--- src/rtl/pipe_rate_change_if.sv ---
// PIPE rate-change bundle between the LTSSM/PHY side and the MAC-side sequencer.
// master is the sequencer view; slave is the LTSSM/PHY view.
interface pipe_rate_change_if #(
    parameter int LANESNUMBER = 16
);
    logic                   req;
    logic [3:0]             req_rate;
    logic [4:0]             req_pclk_rate;
    logic [1:0]             req_width;
    logic [LANESNUMBER-1:0] active_lanes;
    logic                   PclkChangeOk;
    logic [LANESNUMBER-1:0] PhyStatus;
    logic [3:0]             Rate;
    logic [4:0]             PCLKRate;
    logic [1:0]             width;
    logic                   PclkChangeAck;
    logic                   busy;
    logic                   tx_hold;
    logic                   done;
    logic                   timeout;

    modport master (
        input  req, req_rate, req_pclk_rate, req_width, active_lanes,
        input  PclkChangeOk, PhyStatus,
        output Rate, PCLKRate, width, PclkChangeAck, busy, tx_hold, done, timeout
    );

    modport slave (
        output req, req_rate, req_pclk_rate, req_width, active_lanes,
        output PclkChangeOk, PhyStatus,
        input  Rate, PCLKRate, width, PclkChangeAck, busy, tx_hold, done, timeout
    );
endinterface

--- src/rtl/pipe_rate_change_ctrl.sv ---
// MAC-side sequencer for the PIPE Rate/PCLKRate/width change handshake with
// per-wait-state timeout, plus a small checker for output invariants.
module pipe_rate_change_ctrl #(
    parameter int         LANESNUMBER    = 16,
    parameter int         TIMEOUT_CYCLES = 1024,
    parameter logic [1:0] RESET_WIDTH    = 2'b10
) (
    input  logic              PCLK,
    input  logic              rst_n,
    pipe_rate_change_if.master bus
);
    localparam int CNT_W = (TIMEOUT_CYCLES > 2) ? $clog2(TIMEOUT_CYCLES) : 1;
    localparam logic [CNT_W-1:0] CNT_MAX = CNT_W'(TIMEOUT_CYCLES - 1);
    localparam logic [CNT_W-1:0] CNT_ZERO = {CNT_W{1'b0}};
    localparam logic [LANESNUMBER-1:0] LANES_ZERO = {LANESNUMBER{1'b0}};

    typedef enum logic [1:0] {
        IDLE    = 2'd0,
        WAIT_OK = 2'd1,
        WAIT_PS = 2'd2
    } state_t;

    state_t                 state_r, state_nxt_s;
    logic [3:0]             rate_r, rate_nxt_s;
    logic [4:0]             pclk_rate_r, pclk_rate_nxt_s;
    logic [1:0]             width_r, width_nxt_s;
    logic                   ack_r, ack_nxt_s;
    logic                   busy_r, busy_nxt_s;
    logic                   done_r, done_nxt_s;
    logic                   timeout_r, timeout_nxt_s;
    logic [CNT_W-1:0]       cnt_r, cnt_nxt_s;
    logic [LANESNUMBER-1:0] mask_r, mask_nxt_s;
    logic [LANESNUMBER-1:0] sticky_r, sticky_nxt_s;

    logic                   same_target_s;
    logic [LANESNUMBER-1:0] ps_hit_s;
    logic                   all_seen_s;
    logic                   cnt_max_s;

    assign same_target_s = ({bus.req_rate, bus.req_pclk_rate, bus.req_width} ==
                            {rate_r, pclk_rate_r, width_r});
    // Lanes completing on this very edge count, so a single-cycle PhyStatus suffices.
    assign ps_hit_s   = bus.PhyStatus & mask_r;
    assign all_seen_s = ((sticky_r | ps_hit_s) == mask_r);
    assign cnt_max_s  = (cnt_r == CNT_MAX);

    // next-state and next-output decode
    always_comb begin
        state_nxt_s     = state_r;
        rate_nxt_s      = rate_r;
        pclk_rate_nxt_s = pclk_rate_r;
        width_nxt_s     = width_r;
        ack_nxt_s       = ack_r;
        done_nxt_s      = 1'b0;
        timeout_nxt_s   = 1'b0;
        cnt_nxt_s       = cnt_r;
        mask_nxt_s      = mask_r;
        sticky_nxt_s    = sticky_r;
        case (state_r)
            IDLE: begin
                ack_nxt_s = 1'b0;
                if (bus.req && same_target_s) begin
                    done_nxt_s = 1'b1;
                end else if (bus.req) begin
                    rate_nxt_s      = bus.req_rate;
                    pclk_rate_nxt_s = bus.req_pclk_rate;
                    width_nxt_s     = bus.req_width;
                    mask_nxt_s      = bus.active_lanes;
                    cnt_nxt_s       = CNT_ZERO;
                    state_nxt_s     = WAIT_OK;
                end else begin
                    state_nxt_s = IDLE;
                end
            end
            WAIT_OK: begin
                if (bus.PclkChangeOk) begin
                    state_nxt_s  = WAIT_PS;
                    ack_nxt_s    = 1'b1;
                    cnt_nxt_s    = CNT_ZERO;
                    sticky_nxt_s = LANES_ZERO;
                end else if (cnt_max_s) begin
                    state_nxt_s   = IDLE;
                    ack_nxt_s     = 1'b0;
                    timeout_nxt_s = 1'b1;
                end else begin
                    cnt_nxt_s = cnt_r + CNT_W'(1);
                end
            end
            WAIT_PS: begin
                // Exit is tested before the timeout so a coincident last PhyStatus wins.
                if (all_seen_s) begin
                    state_nxt_s  = IDLE;
                    ack_nxt_s    = 1'b0;
                    done_nxt_s   = 1'b1;
                    sticky_nxt_s = LANES_ZERO;
                end else if (cnt_max_s) begin
                    state_nxt_s   = IDLE;
                    ack_nxt_s     = 1'b0;
                    timeout_nxt_s = 1'b1;
                    sticky_nxt_s  = LANES_ZERO;
                end else begin
                    sticky_nxt_s = sticky_r | ps_hit_s;
                    cnt_nxt_s    = cnt_r + CNT_W'(1);
                end
            end
            default: begin
                state_nxt_s = IDLE;
                ack_nxt_s   = 1'b0;
            end
        endcase
        busy_nxt_s = (state_nxt_s != IDLE);
    end

    // state and registered outputs, synchronous active-low reset
    always_ff @(posedge PCLK) begin
        if (!rst_n) begin
            state_r     <= IDLE;
            rate_r      <= 4'd0;
            pclk_rate_r <= 5'd0;
            width_r     <= RESET_WIDTH;
            ack_r       <= 1'b0;
            busy_r      <= 1'b0;
            done_r      <= 1'b0;
            timeout_r   <= 1'b0;
            cnt_r       <= CNT_ZERO;
            mask_r      <= LANES_ZERO;
            sticky_r    <= LANES_ZERO;
        end else begin
            state_r     <= state_nxt_s;
            rate_r      <= rate_nxt_s;
            pclk_rate_r <= pclk_rate_nxt_s;
            width_r     <= width_nxt_s;
            ack_r       <= ack_nxt_s;
            busy_r      <= busy_nxt_s;
            done_r      <= done_nxt_s;
            timeout_r   <= timeout_nxt_s;
            cnt_r       <= cnt_nxt_s;
            mask_r      <= mask_nxt_s;
            sticky_r    <= sticky_nxt_s;
        end
    end

    assign bus.Rate          = rate_r;
    assign bus.PCLKRate      = pclk_rate_r;
    assign bus.width         = width_r;
    assign bus.PclkChangeAck = ack_r;
    assign bus.busy          = busy_r;
    assign bus.tx_hold       = busy_r;
    assign bus.done          = done_r;
    assign bus.timeout       = timeout_r;

    pipe_rate_change_ctrl_chk u_chk (
        .PCLK          (PCLK),
        .rst_n         (rst_n),
        .busy          (busy_r),
        .tx_hold       (busy_r),
        .PclkChangeAck (ack_r),
        .done          (done_r),
        .timeout       (timeout_r)
    );
endmodule

// Output invariants of the sequencer.
module pipe_rate_change_ctrl_chk (
    input logic PCLK,
    input logic rst_n,
    input logic busy,
    input logic tx_hold,
    input logic PclkChangeAck,
    input logic done,
    input logic timeout
);
    a_done_timeout_excl: assert property (@(posedge PCLK) disable iff (!rst_n) !(done && timeout));
    a_hold_eq_busy:      assert property (@(posedge PCLK) disable iff (!rst_n) tx_hold == busy);
    a_ack_only_busy:     assert property (@(posedge PCLK) disable iff (!rst_n) PclkChangeAck |-> busy);
endmodule

--- src/flat_wrapper.sv ---
// flat-port wrapper written by rule: the top's interface ports become plain ports
module pipe_rate_change_ctrl_flat 
#(
    parameter int         LANESNUMBER    = 16,
    parameter int         TIMEOUT_CYCLES = 1024,
    parameter logic [1:0] RESET_WIDTH    = 2'b10
)
  (PCLK, rst_n, bus_req, bus_req_rate, bus_req_pclk_rate, bus_req_width, bus_active_lanes, bus_PclkChangeOk, bus_PhyStatus, bus_Rate, bus_PCLKRate, bus_width, bus_PclkChangeAck, bus_busy, bus_tx_hold, bus_done, bus_timeout);
  pipe_rate_change_if #(.LANESNUMBER(LANESNUMBER)) bus_i ();
  input  logic PCLK;
  input  logic rst_n;
  input wire logic [$bits(bus_i.req)-1:0] bus_req;
  input wire logic [$bits(bus_i.req_rate)-1:0] bus_req_rate;
  input wire logic [$bits(bus_i.req_pclk_rate)-1:0] bus_req_pclk_rate;
  input wire logic [$bits(bus_i.req_width)-1:0] bus_req_width;
  input wire logic [$bits(bus_i.active_lanes)-1:0] bus_active_lanes;
  input wire logic [$bits(bus_i.PclkChangeOk)-1:0] bus_PclkChangeOk;
  input wire logic [$bits(bus_i.PhyStatus)-1:0] bus_PhyStatus;
  output wire logic [$bits(bus_i.Rate)-1:0] bus_Rate;
  output wire logic [$bits(bus_i.PCLKRate)-1:0] bus_PCLKRate;
  output wire logic [$bits(bus_i.width)-1:0] bus_width;
  output wire logic [$bits(bus_i.PclkChangeAck)-1:0] bus_PclkChangeAck;
  output wire logic [$bits(bus_i.busy)-1:0] bus_busy;
  output wire logic [$bits(bus_i.tx_hold)-1:0] bus_tx_hold;
  output wire logic [$bits(bus_i.done)-1:0] bus_done;
  output wire logic [$bits(bus_i.timeout)-1:0] bus_timeout;
  assign bus_i.req = bus_req;
  assign bus_i.req_rate = bus_req_rate;
  assign bus_i.req_pclk_rate = bus_req_pclk_rate;
  assign bus_i.req_width = bus_req_width;
  assign bus_i.active_lanes = bus_active_lanes;
  assign bus_i.PclkChangeOk = bus_PclkChangeOk;
  assign bus_i.PhyStatus = bus_PhyStatus;
  assign bus_Rate = bus_i.Rate;
  assign bus_PCLKRate = bus_i.PCLKRate;
  assign bus_width = bus_i.width;
  assign bus_PclkChangeAck = bus_i.PclkChangeAck;
  assign bus_busy = bus_i.busy;
  assign bus_tx_hold = bus_i.tx_hold;
  assign bus_done = bus_i.done;
  assign bus_timeout = bus_i.timeout;
  pipe_rate_change_ctrl #(.LANESNUMBER(LANESNUMBER), .TIMEOUT_CYCLES(TIMEOUT_CYCLES), .RESET_WIDTH(RESET_WIDTH)) u_core (.PCLK(PCLK), .rst_n(rst_n), .bus(bus_i));
endmodule
--- config.mk ---
export PLATFORM = sky130hd
export DESIGN_NAME = pipe_rate_change_ctrl_flat
export DESIGN_NICKNAME = d
export VERILOG_FILES = /design/src/rtl/pipe_rate_change_if.sv /design/src/rtl/pipe_rate_change_ctrl.sv /design/src/flat_wrapper.sv
export SDC_FILE = /design/constraint.sdc
export NUM_CORES = 1
export LEC_CHECK = 0
export CAP_MARGIN = 0
export CORE_ASPECT_RATIO = 1.75
export CORE_MARGIN = 2
export CORE_UTILIZATION = 50
export CTS_CLUSTER_SIZE = 8
export DETAILED_ROUTE_END_ITERATION = 7
export PLACE_DENSITY = 0.88
export SLEW_MARGIN = 25
export SYNTH_ARGS = -nofsm -noshare
export SYNTH_HDL_FRONTEND = slang
export SYNTH_SLANG_ARGS = --single-unit
--- constraint.sdc ---
create_clock -name PCLK -period 2.6 [get_ports PCLK]
set_clock_uncertainty 0.05 [all_clocks]
set_input_delay 0.39 -clock PCLK [delete_from_list [all_inputs] [get_ports PCLK]]
set_output_delay 0.39 -clock PCLK [all_outputs]
set_load 0.01 [all_outputs]
==> flow_metrics.env, run 1 <==
export IMPL_start_kind="primary input"
export IMPL_status="complete, no violations"
export IMPL_clockPowerShare=0.432
export IMPL_num_vias=2516
export IMPL_syn_area_sq_mm=0.00289
export IMPL_intPower_uw=1680
export IMPL_seqCellArea_sq_mm=0.00118
export IMPL_cts_hold_fix_buffers=0
export IMPL_ys_warn_count=0
export IMPL_crit_cells=9
export IMPL_final_max_slew_viol_count=0
export IMPL_drt_iter0_markers=95
export IMPL_gp_congestion=0.836
export IMPL_power_leakage_uw=0.00152
export IMPL_async_flop_share=0
export IMPL_ant_nets=0
export IMPL_switching_share=0.246
export IMPL_critPathRequiredTime_ns=2.79
export IMPL_nets=423
export IMPL_crit_buf_inv=3
export IMPL_rsz0062_at_grt="no"
export IMPL_start_util=0.517
export IMPL_p_per_area_mw_per_mm2=573
export IMPL_synth_seq_area_share=0.409
export IMPL_post_route_drc_count=0
export IMPL_slowest_stage="nor4_1"
export IMPL_tightest_slew_ns=0.734
export IMPL_netlist_instances=299
export IMPL_synth_top_area_share=0.409
export IMPL_path_cells="clkdlybuf4s50_1 -> nor3b_1 -> nor4_1 -> nand4_1 -> buf_4 -> o21ai_4 -> buf_4 -> o21ai_2 -> a32o_1"
export IMPL_clock_sinks=59
export IMPL_die_h_um=105
export IMPL_ys_top_cells_by_count="59 x dfxtp_1, 37 x nor2b_1, 26 x mux2i_1"
export IMPL_portBuffers=62
export IMPL_hold_path_depth=1
export IMPL_critPathKind="in -> reg"
export IMPL_track_usage=0.244
export IMPL_yosys_cell_count_top_type="dfxtp_1"
export IMPL_ys_types=50
export IMPL_slew_headroom=0.510
export IMPL_clk_latency_ns=0.35
export IMPL_io_pins=63
export IMPL_setup_violations=0
export IMPL_synth_edf_count=0
export IMPL_power_share_combinational=0.136
export IMPL_hp_class="reg -> reg"
export IMPL_utilization=0.696
export IMPL_max_cap_viol_count=0
export IMPL_p_switching_uw=549
export IMPL_grt_overflow_total=0
export IMPL_synth_top_area_cell="dfxtp_1"
export IMPL_routed_wirelength_mm=7.11
export IMPL_grt_pass1_wl_mm=11.8
export IMPL_multi_input_area_sq_mm=0.00160
export IMPL_peakVddDrop_mv=0.413
export IMPL_die_w_um=61.5
export IMPL_core_area_sq_mm=0.00559
export IMPL_syn_avg_cell_area_sq_um=9.66
export IMPL_fin_crit_sh=0.957
export IMPL_period_needed_ns=2.49
export IMPL_first_global_vias=2614
export IMPL_max_freq_mhz=402
export IMPL_cp_slowest_stage_delay_ns=0.52
export IMPL_firstDrtPassIters=4
export IMPL_hold_viol=0
export IMPL_post_drt_wl_per_cell_um=15.7
export IMPL_area_growth_pct=34.7
export IMPL_post_cts_buffers=0
export IMPL_antenna_found_initial=0
export IMPL_crit_arrival_ns=2.68
export IMPL_synth_net_count=351
export IMPL_p_seq_frac=0.432
export IMPL_synth_area_leaders="dfxtp_1 41%, mux2i_1 9.0%, nor2b_1 8.0%"
export IMPL_cts_resized=0
export IMPL_critPathTopFamily="buffers and inverters"
export IMPL_worstSetupEndpointType="register"
export IMPL_fp_dieArea_sq_mm=0.00642
export IMPL_num_antenna_cells=0
export IMPL_rows=36
export IMPL_cts_made_buffers=9
export IMPL_cp_common_cell="buf_4"
export IMPL_cts_tree="yes"
export IMPL_h_tree_depth=3
export IMPL_cts_buffer_depth=2
export IMPL_vias_per_cell=5.57
export IMPL_ys_flop_type="dfxtp_1"
export IMPL_root_buffer="clkbuf_8"
export IMPL_grt_max_degree=46
export IMPL_dp_hpwl_mm=5.15
export IMPL_finalSetupTns_ns=0
export IMPL_clkTransAtPathRegs_ns=0.07
export IMPL_ys_ff_latch=59
export IMPL_fillerInstances=452
export IMPL_crit_fanout=16
export IMPL_drive_gt1_frac=0.101
export IMPL_r2r_cells=9
## cell usage in the layout (no fill, tap or decap), drive strengths merged, types with 2 or more instances in the layout
master	Yosys	routed
o22ai	4	4
nor2	8	8
or3	2	2
dfxtp	59	59
buf	7	13
clkbuf	7	10
o31ai	2	2
o21ai	6	6
nand2	17	17
nor4	7	7
a21oi	9	9
a2111oi	4	4
mux2i	26	26
ha	5	5
nor3b	16	16
nand4	5	5
o211ai	2	2
o221a	4	4
nand2b	3	3
a31oi	2	2
and2	4	4
nor2b	37	37
xor2	11	11
clkdlybuf4s50	0	62
clkinv	0	2
nor3	2	2
bufinv	0	2
and3	4	4
nand3	2	2
inv	13	15
and2b	3	3
a41oi	2	2
a32o	16	16
## per-layer routing
metal  GRT usage  vias up  share of wire
li1            -     1242              -
met1       0.249     1206           0.37
met2       0.445       51           0.56
met3      0.0619       17          0.037
met4      0.0942        0          0.026
met5           0        -              0
## through the flow
stage                     hold WS, ns  instances  total power [uW]  instance area (sq um)  setup slack [ns]
after global placement          0.413        436              1280                   3650            -0.100
after detailed placement        0.426        436              1280                   3650            -0.141
final                           0.439        452              2230                   3890             0.111
after global routing            0.463        452              2320                   3890            0.0216
after CTS                       0.442        452              2250                   3880             0.184
after floorplan                 0.403        299              1130                   2890             0.557
## cells by family after synthesis
logic type	after synthesis	synth area share
simple gates	113	0.234
fa+ha+maj	5	0.0217
mux	26	0.0901
compound gates	58	0.169
buf+inv	27	0.0438
xor+xnor	11	0.0334
flops	59	0.409
## registers in the layout (all words and copies together) (netlist names)
name and flops:
u_core.bus.done 1, u_core.sticky_r 16, u_core.bus.Rate 4, u_core.mask_r 16, u_core.bus.busy 1, u_core.cnt_r 10
u_core.bus.timeout 1, u_core.state_r 2, u_core.bus.width 2, u_core.bus.PclkChangeAck 1, u_core.bus.PCLKRate 5
## path summary, 6_finish.rpt
path	end	slack, ns	from
max	u_core.sticky_r[3]$_SDFFE_PN0P_	0.11	bus_PhyStatus[12]
min	u_core.sticky_r[4]$_SDFFE_PN0P_	0.44	u_core.sticky_r[4]$_SDFFE_PN0P_
max reg2reg	u_core.sticky_r[3]$_SDFFE_PN0P_	0.23	u_core.mask_r[4]$_SDFFE_PN0P_
min reg2reg	u_core.sticky_r[4]$_SDFFE_PN0P_	0.44	u_core.sticky_r[4]$_SDFFE_PN0P_
## power groups by stage
stage | clock network, uW | logic, uW | registers [uW]
4_1_cts | 982 | 305 | 963
3_5_place_dp | 0 | 302 | 983
2_1_floorplan | 0 | 146 | 981
6_report | 963 | 304 | 963
5_1_grt | 1020 | 328 | 966
3_3_place_gp | 0 | 296 | 981
## area by class of cell
class	instances	share of cell area
Tap cell	76	0.0244
Inverter	13	0.0125
Sequential cell	59	0.304
Clock inverter	6	0.0244
Multi-Input combinational cell	213	0.412
Timing Repair Buffer	75	0.188
Clock buffer	10	0.0354
Power figures use the tool's default switching activity.
==> run 2: changes to the inputs <==
--- a/config.mk
+++ b/config.mk
@@ -8,10 +8,11 @@
 export CAP_MARGIN = 0
 export CORE_ASPECT_RATIO = 1.75
 export CORE_MARGIN = 2
-export CORE_UTILIZATION = 50
+export CORE_UTILIZATION = 45
 export CTS_CLUSTER_SIZE = 8
 export DETAILED_ROUTE_END_ITERATION = 7
-export PLACE_DENSITY = 0.88
+export GPL_ROUTABILITY_DRIVEN = 0
+export PLACE_DENSITY = 0.68
 export SLEW_MARGIN = 25
 export SYNTH_ARGS = -nofsm -noshare
 export SYNTH_HDL_FRONTEND = slang
==> run 2 against run 1 <==
  * Fmax is 2.5% higher
  * Clock power is 15% lower
  * Worst hold slack better by 0.0014 ns
  * Non-clock buffer count is 1 higher
  * Flip-flop and latch count stayed put
  * Wire length hardly changed
  * Die area is 11% higher
  * Register-to-register slack worse by 0.06 ns
  * Count of clock-buffer cells in the layout stayed put
  * Critical endpoint unchanged
  * Critical path type is now reg -> reg
==> flow_metrics.env, run 2 (same netlist as run 1, synthesis figures left out) <==
export IMPL_cts_hold_fix_buffers=0
export IMPL_post_route_drc_count=0
export IMPL_status="complete, no violations"
export IMPL_cts_resized=0
export IMPL_crit_arrival_ns=2.61
export IMPL_rows=38
export IMPL_cts_buffer_depth=2
export IMPL_rsz0062_at_grt="no"
export IMPL_first_global_vias=2488
export IMPL_clock_sinks=59
export IMPL_post_drt_wl_per_cell_um=15.6
export IMPL_nets=424
export IMPL_firstDrtPassIters=4
export IMPL_h_tree_depth=3
export IMPL_fp_dieArea_sq_mm=0.00710
export IMPL_clk_latency_ns=0.34
export IMPL_core_area_sq_mm=0.00618
export IMPL_period_needed_ns=2.43
export IMPL_track_usage=0.215
export IMPL_hp_class="reg -> reg"
export IMPL_max_freq_mhz=412
export IMPL_switching_share=0.247
export IMPL_hold_viol=0
export IMPL_drive_gt1_frac=0.103
export IMPL_grt_pass1_wl_mm=11.6
export IMPL_post_cts_buffers=0
export IMPL_start_util=0.467
export IMPL_utilization=0.625
export IMPL_slew_headroom=0.497
export IMPL_grt_overflow_total=0
export IMPL_p_switching_uw=514
export IMPL_num_vias=2442
export IMPL_fillerInstances=554
export IMPL_peakVddDrop_mv=0.366
export IMPL_tightest_slew_ns=0.754
export IMPL_worstSetupEndpointType="register"
export IMPL_power_share_combinational=0.146
export IMPL_cts_tree="yes"
export IMPL_clkTransAtPathRegs_ns=0.07
export IMPL_fin_crit_sh=0.934
export IMPL_power_leakage_uw=0.00152
export IMPL_clockPowerShare=0.392
export IMPL_grt_max_degree=46
export IMPL_critPathRequiredTime_ns=2.78
export IMPL_p_per_area_mw_per_mm2=539
export IMPL_dp_hpwl_mm=5.18
export IMPL_vias_per_cell=5.34
export IMPL_io_pins=63
export IMPL_critPathKind="reg -> reg"
export IMPL_antenna_found_initial=0
export IMPL_start_kind="register"
export IMPL_final_max_slew_viol_count=0
export IMPL_total_power_uw=2080
export IMPL_p_seq_frac=0.462
export IMPL_drt_iter0_markers=92
export IMPL_crit_fanout=16
export IMPL_portBuffers=62
export IMPL_die_w_um=64.6
export IMPL_biggestRegsByFlops="u_core.mask_r x16, u_core.sticky_r x16, u_core.cnt_r x10"
export IMPL_num_antenna_cells=0
export IMPL_hold_slack_ns=0.440
export IMPL_area_growth_pct=33.8
export IMPL_setup_violations=0
export IMPL_intPower_uw=1570
export IMPL_die_h_um=110
export IMPL_max_cap_viol_count=0
export IMPL_root_buffer="clkbuf_8"
export IMPL_ant_nets=0
export IMPL_final_cell_mix="62 x clkdlybuf4s50_1, 59 x dfxtp_1, 37 x nor2b_1"
export IMPL_layout_commonest_cell="clkdlybuf4s50_1"
export IMPL_cts_made_buffers=9
export IMPL_routed_wirelength_mm=7.11
[run 2: cell count changes in the layout (fill, tap and decap cells not counted)]
cell	delta
bufinv_16	-1
clkinv_2	+5
buf_4	+1
clkinv_4	-2
inv_6	-2
[run 2: metrics by stage]
step                cells  worst slack, ns  setup TNS, ns  instance area, sq um
floorplan             299            0.557              0                  2890
global placement      441           -0.148          -2.96                  3660
detailed placement    441           -0.162          -2.48                  3660
CTS                   457            0.175              0                  3860
global route          457          0.00987              0                  3860
finish                457            0.171              0                  3860
[run 2: worst paths after layout]
check	start	endpoint	slack [ns]	depth (start not counted)
min reg2reg	u_core.sticky_r[9]$_SDFFE_PN0P_	u_core.sticky_r[9]$_SDFFE_PN0P_	0.44	1
max	u_core.mask_r[4]$_SDFFE_PN0P_	u_core.sticky_r[3]$_SDFFE_PN0P_	0.17	9
max reg2reg	u_core.mask_r[4]$_SDFFE_PN0P_	u_core.sticky_r[3]$_SDFFE_PN0P_	0.17	9
min	u_core.sticky_r[9]$_SDFFE_PN0P_	u_core.sticky_r[9]$_SDFFE_PN0P_	0.44	1
[run 2: area by class of cell]
cell class	instances	area, sq um	area share
multi-input combinational	213	1600	0.415
sequential	59	1180	0.306
timing repair buffer	76	738	0.191
clock buffer	10	138	0.0356
tap	80	100	0.0259
clock inverter	6	55.1	0.0143
inverter	13	48.8	0.0126
[run 2: power by group through the flow]
stage	logic, uW	clock network, uW	registers, uW
after floorplan	146	0	981
after global placement	303	0	980
after detailed placement	304	0	982
after CTS	306	844	961
after global routing	328	872	966
final	303	816	962
[run 2: routing by layer]
metal	GRT usage	wire length [um]	vias up	part of all wire
met4	0.0775	96	0	0.013
li1	-	-	1241	-
met1	0.219	2860	1151	0.40
met3	0.0579	209	8	0.029
met2	0.413	3950	42	0.56
met5	0	0	-	0
[run 2: critical path, stage by stage (launching register included)]
cell,delay (ns)
dfxtp_1,0.36
and2b_1,0.19
a2111oi_0,0.43
buf_4,0.19
nand4_1,0.07
buf_4,0.19
o21ai_4,0.16
buf_4,0.17
o21ai_2,0.22
a32o_1,0.29
==> run 3: changes to the inputs <==
--- a/config.mk
+++ b/config.mk
@@ -5,7 +5,7 @@
 export SDC_FILE = /design/constraint.sdc
 export NUM_CORES = 1
 export LEC_CHECK = 0
-export CAP_MARGIN = 0
+export CAP_MARGIN = 40
 export CORE_ASPECT_RATIO = 1.75
 export CORE_MARGIN = 2
 export CORE_UTILIZATION = 45
@@ -13,7 +13,7 @@
 export DETAILED_ROUTE_END_ITERATION = 7
 export GPL_ROUTABILITY_DRIVEN = 0
 export PLACE_DENSITY = 0.68
-export SLEW_MARGIN = 25
+export SLEW_MARGIN = 20
 export SYNTH_ARGS = -nofsm -noshare
 export SYNTH_HDL_FRONTEND = slang
 export SYNTH_SLANG_ARGS = --single-unit
==> run 3 against run 2 <==
  * Final cell count rose by 0.22%
  * Worst setup slack better by 0.041 ns
  * Sequential power barely moved
  * Register-to-register slack improved by 0.07 ns
  * Clock power is 6.9% lower
  * First-iteration DRC count rose by 2.2%
  * Fmax is 1.7% higher
  * Global-route usage increased by 0.14 points
  * Cell area down 0.32%
  * Largest power group unchanged
  * Highest routed layer unchanged
==> flow_metrics.env, run 3 (same netlist as run 1, synthesis figures left out) <==
export IMPL_status="complete, no violations"
export IMPL_rsz0062_at_grt="no"
export IMPL_cts_made_buffers=9
export IMPL_layout_commonest_cell="clkdlybuf4s50_1"
export IMPL_critPathKind="in -> reg"
export IMPL_critPathRequiredTime_ns=2.80
export IMPL_grt_max_degree=46
export IMPL_post_drt_wl_per_cell_um=15.5
export IMPL_rows=38
export IMPL_fin_cells=458
export IMPL_placed_cells=442
export IMPL_hp_class="reg -> reg"
export IMPL_tightest_slew_ns=0.716
export IMPL_first_global_vias=2522
export IMPL_firstDrtPassIters=4
export IMPL_vias_per_cell=5.40
export IMPL_hold_viol=0
export IMPL_multi_input_area_sq_mm=0.00160
export IMPL_final_cell_mix="62 x clkdlybuf4s50_1, 59 x dfxtp_1, 37 x nor2b_1"
export IMPL_num_vias=2473
export IMPL_fin_crit_sh=0.918
export IMPL_period_needed_ns=2.39
export IMPL_drt_iter0_markers=94
export IMPL_crit_fanout=16
export IMPL_routed_wirelength_mm=7.11
export IMPL_start_util=0.467
export IMPL_cts_tree="yes"
export IMPL_fillerInstances=543
export IMPL_ant_nets=0
export IMPL_post_cts_buffers=0
export IMPL_post_route_drc_count=0
export IMPL_seqCellArea_sq_mm=0.00118
export IMPL_dp_hpwl_mm=5.22
export IMPL_slew_headroom=0.523
export IMPL_power_leakage_uw=0.00151
export IMPL_clk_latency_ns=0.35
export IMPL_biggestRegsByFlops="u_core.mask_r x16, u_core.sticky_r x16, u_core.cnt_r x10"
export IMPL_track_usage=0.216
export IMPL_root_buffer="clkbuf_8"
export IMPL_max_cap_viol_count=0
export IMPL_drive_gt1_frac=0.106
export IMPL_worstSetupEndpointType="register"
export IMPL_start_kind="primary input"
export IMPL_setup_violations=0
export IMPL_cts_hold_fix_buffers=0
export IMPL_h_tree_depth=3
export IMPL_portBuffers=62
export IMPL_final_max_slew_viol_count=0
export IMPL_antenna_found_initial=0
export IMPL_crit_arrival_ns=2.58
export IMPL_clock_sinks=59
export IMPL_nets=425
export IMPL_die_h_um=110
export IMPL_total_power_uw=2020
export IMPL_p_per_area_mw_per_mm2=526
export IMPL_die_w_um=64.6
export IMPL_fp_dieArea_sq_mm=0.00710
export IMPL_area_growth_pct=33.3
export IMPL_cts_buffer_depth=2
export IMPL_clkTransAtPathRegs_ns=0.07
export IMPL_num_antenna_cells=0
export IMPL_io_pins=63
export IMPL_grt_pass1_wl_mm=11.5
export IMPL_grt_overflow_total=0
export IMPL_core_area_sq_mm=0.00618
export IMPL_peakVddDrop_mv=0.314
export IMPL_cts_resized=0
export IMPL_max_freq_mhz=419
## run 3: cell types whose count changed in the layout (fill, tap and decap cells not counted)
cell,change
clkinvlp_4,+1
nor3_4,-1
bufinv_16,-1
clkbuf_8,+1
buf_4,+1
nor3_2,+1
clkinv_2,-1
## run 3: critical path, cell delays in order
cell and delay [ns]:
clkdlybuf4s50_1 0.50, nor3b_1 0.06, nor4_1 0.46, nand4_1 0.17, buf_4 0.18, o21ai_4 0.16, buf_4 0.16, o21ai_2 0.21
a32o_1 0.28
## run 3: layout make-up
| class | instances | area share |
|---|---|---|
| Timing Repair Buffer | 77 | 0.194 |
| Inverter | 13 | 0.0127 |
| Clock inverter | 5 | 0.00715 |
| Tap cell | 80 | 0.0260 |
| Multi-Input combinational cell | 213 | 0.414 |
| Sequential cell | 59 | 0.307 |
| Clock buffer | 11 | 0.0393 |
## run 3: path summary, 6_finish.rpt
kind                                                 startpoint                               to  slack (ns)  depth (start not counted)
worst min-delay path            u_core.sticky_r[1]$_SDFFE_PN0P_  u_core.sticky_r[1]$_SDFFE_PN0P_        0.44                          1
worst min register to register  u_core.sticky_r[1]$_SDFFE_PN0P_  u_core.sticky_r[1]$_SDFFE_PN0P_        0.44                          1
worst max register to register    u_core.mask_r[4]$_SDFFE_PN0P_  u_core.sticky_r[3]$_SDFFE_PN0P_        0.24                          9
worst max-delay path                          bus_PhyStatus[12]  u_core.sticky_r[3]$_SDFFE_PN0P_        0.21                          9
## run 3: metal layers
layer	GRT usage	vias up	wire length (um)
met5	0	-	0
met4	0.117	0	187
met3	0.0467	14	227
met2	0.408	43	3900
met1	0.217	1172	2800
li1	-	1244	-
## run 3: power by group
part / internal [uW] / total (uW) / switching (uW)
registers: 934 / 962 / 27.4
clock network: 390 / 760 / 370
logic: 174 / 303 / 130
total: 1500 / 2020 / 527
## run 3: through the flow
stage	TNS (ns)	setup WS (ns)	area (sq um)	hold WS, ns	util
after global routing	0	0.0233	3850	0.456	0.623
after global placement	-2.96	-0.148	3660	0.413	0.593
final	0	0.212	3850	0.439	0.623
after CTS	0	0.203	3850	0.442	0.623
after floorplan	0	0.557	2890	0.403	-
after detailed placement	-2.11	-0.129	3670	0.425	0.594
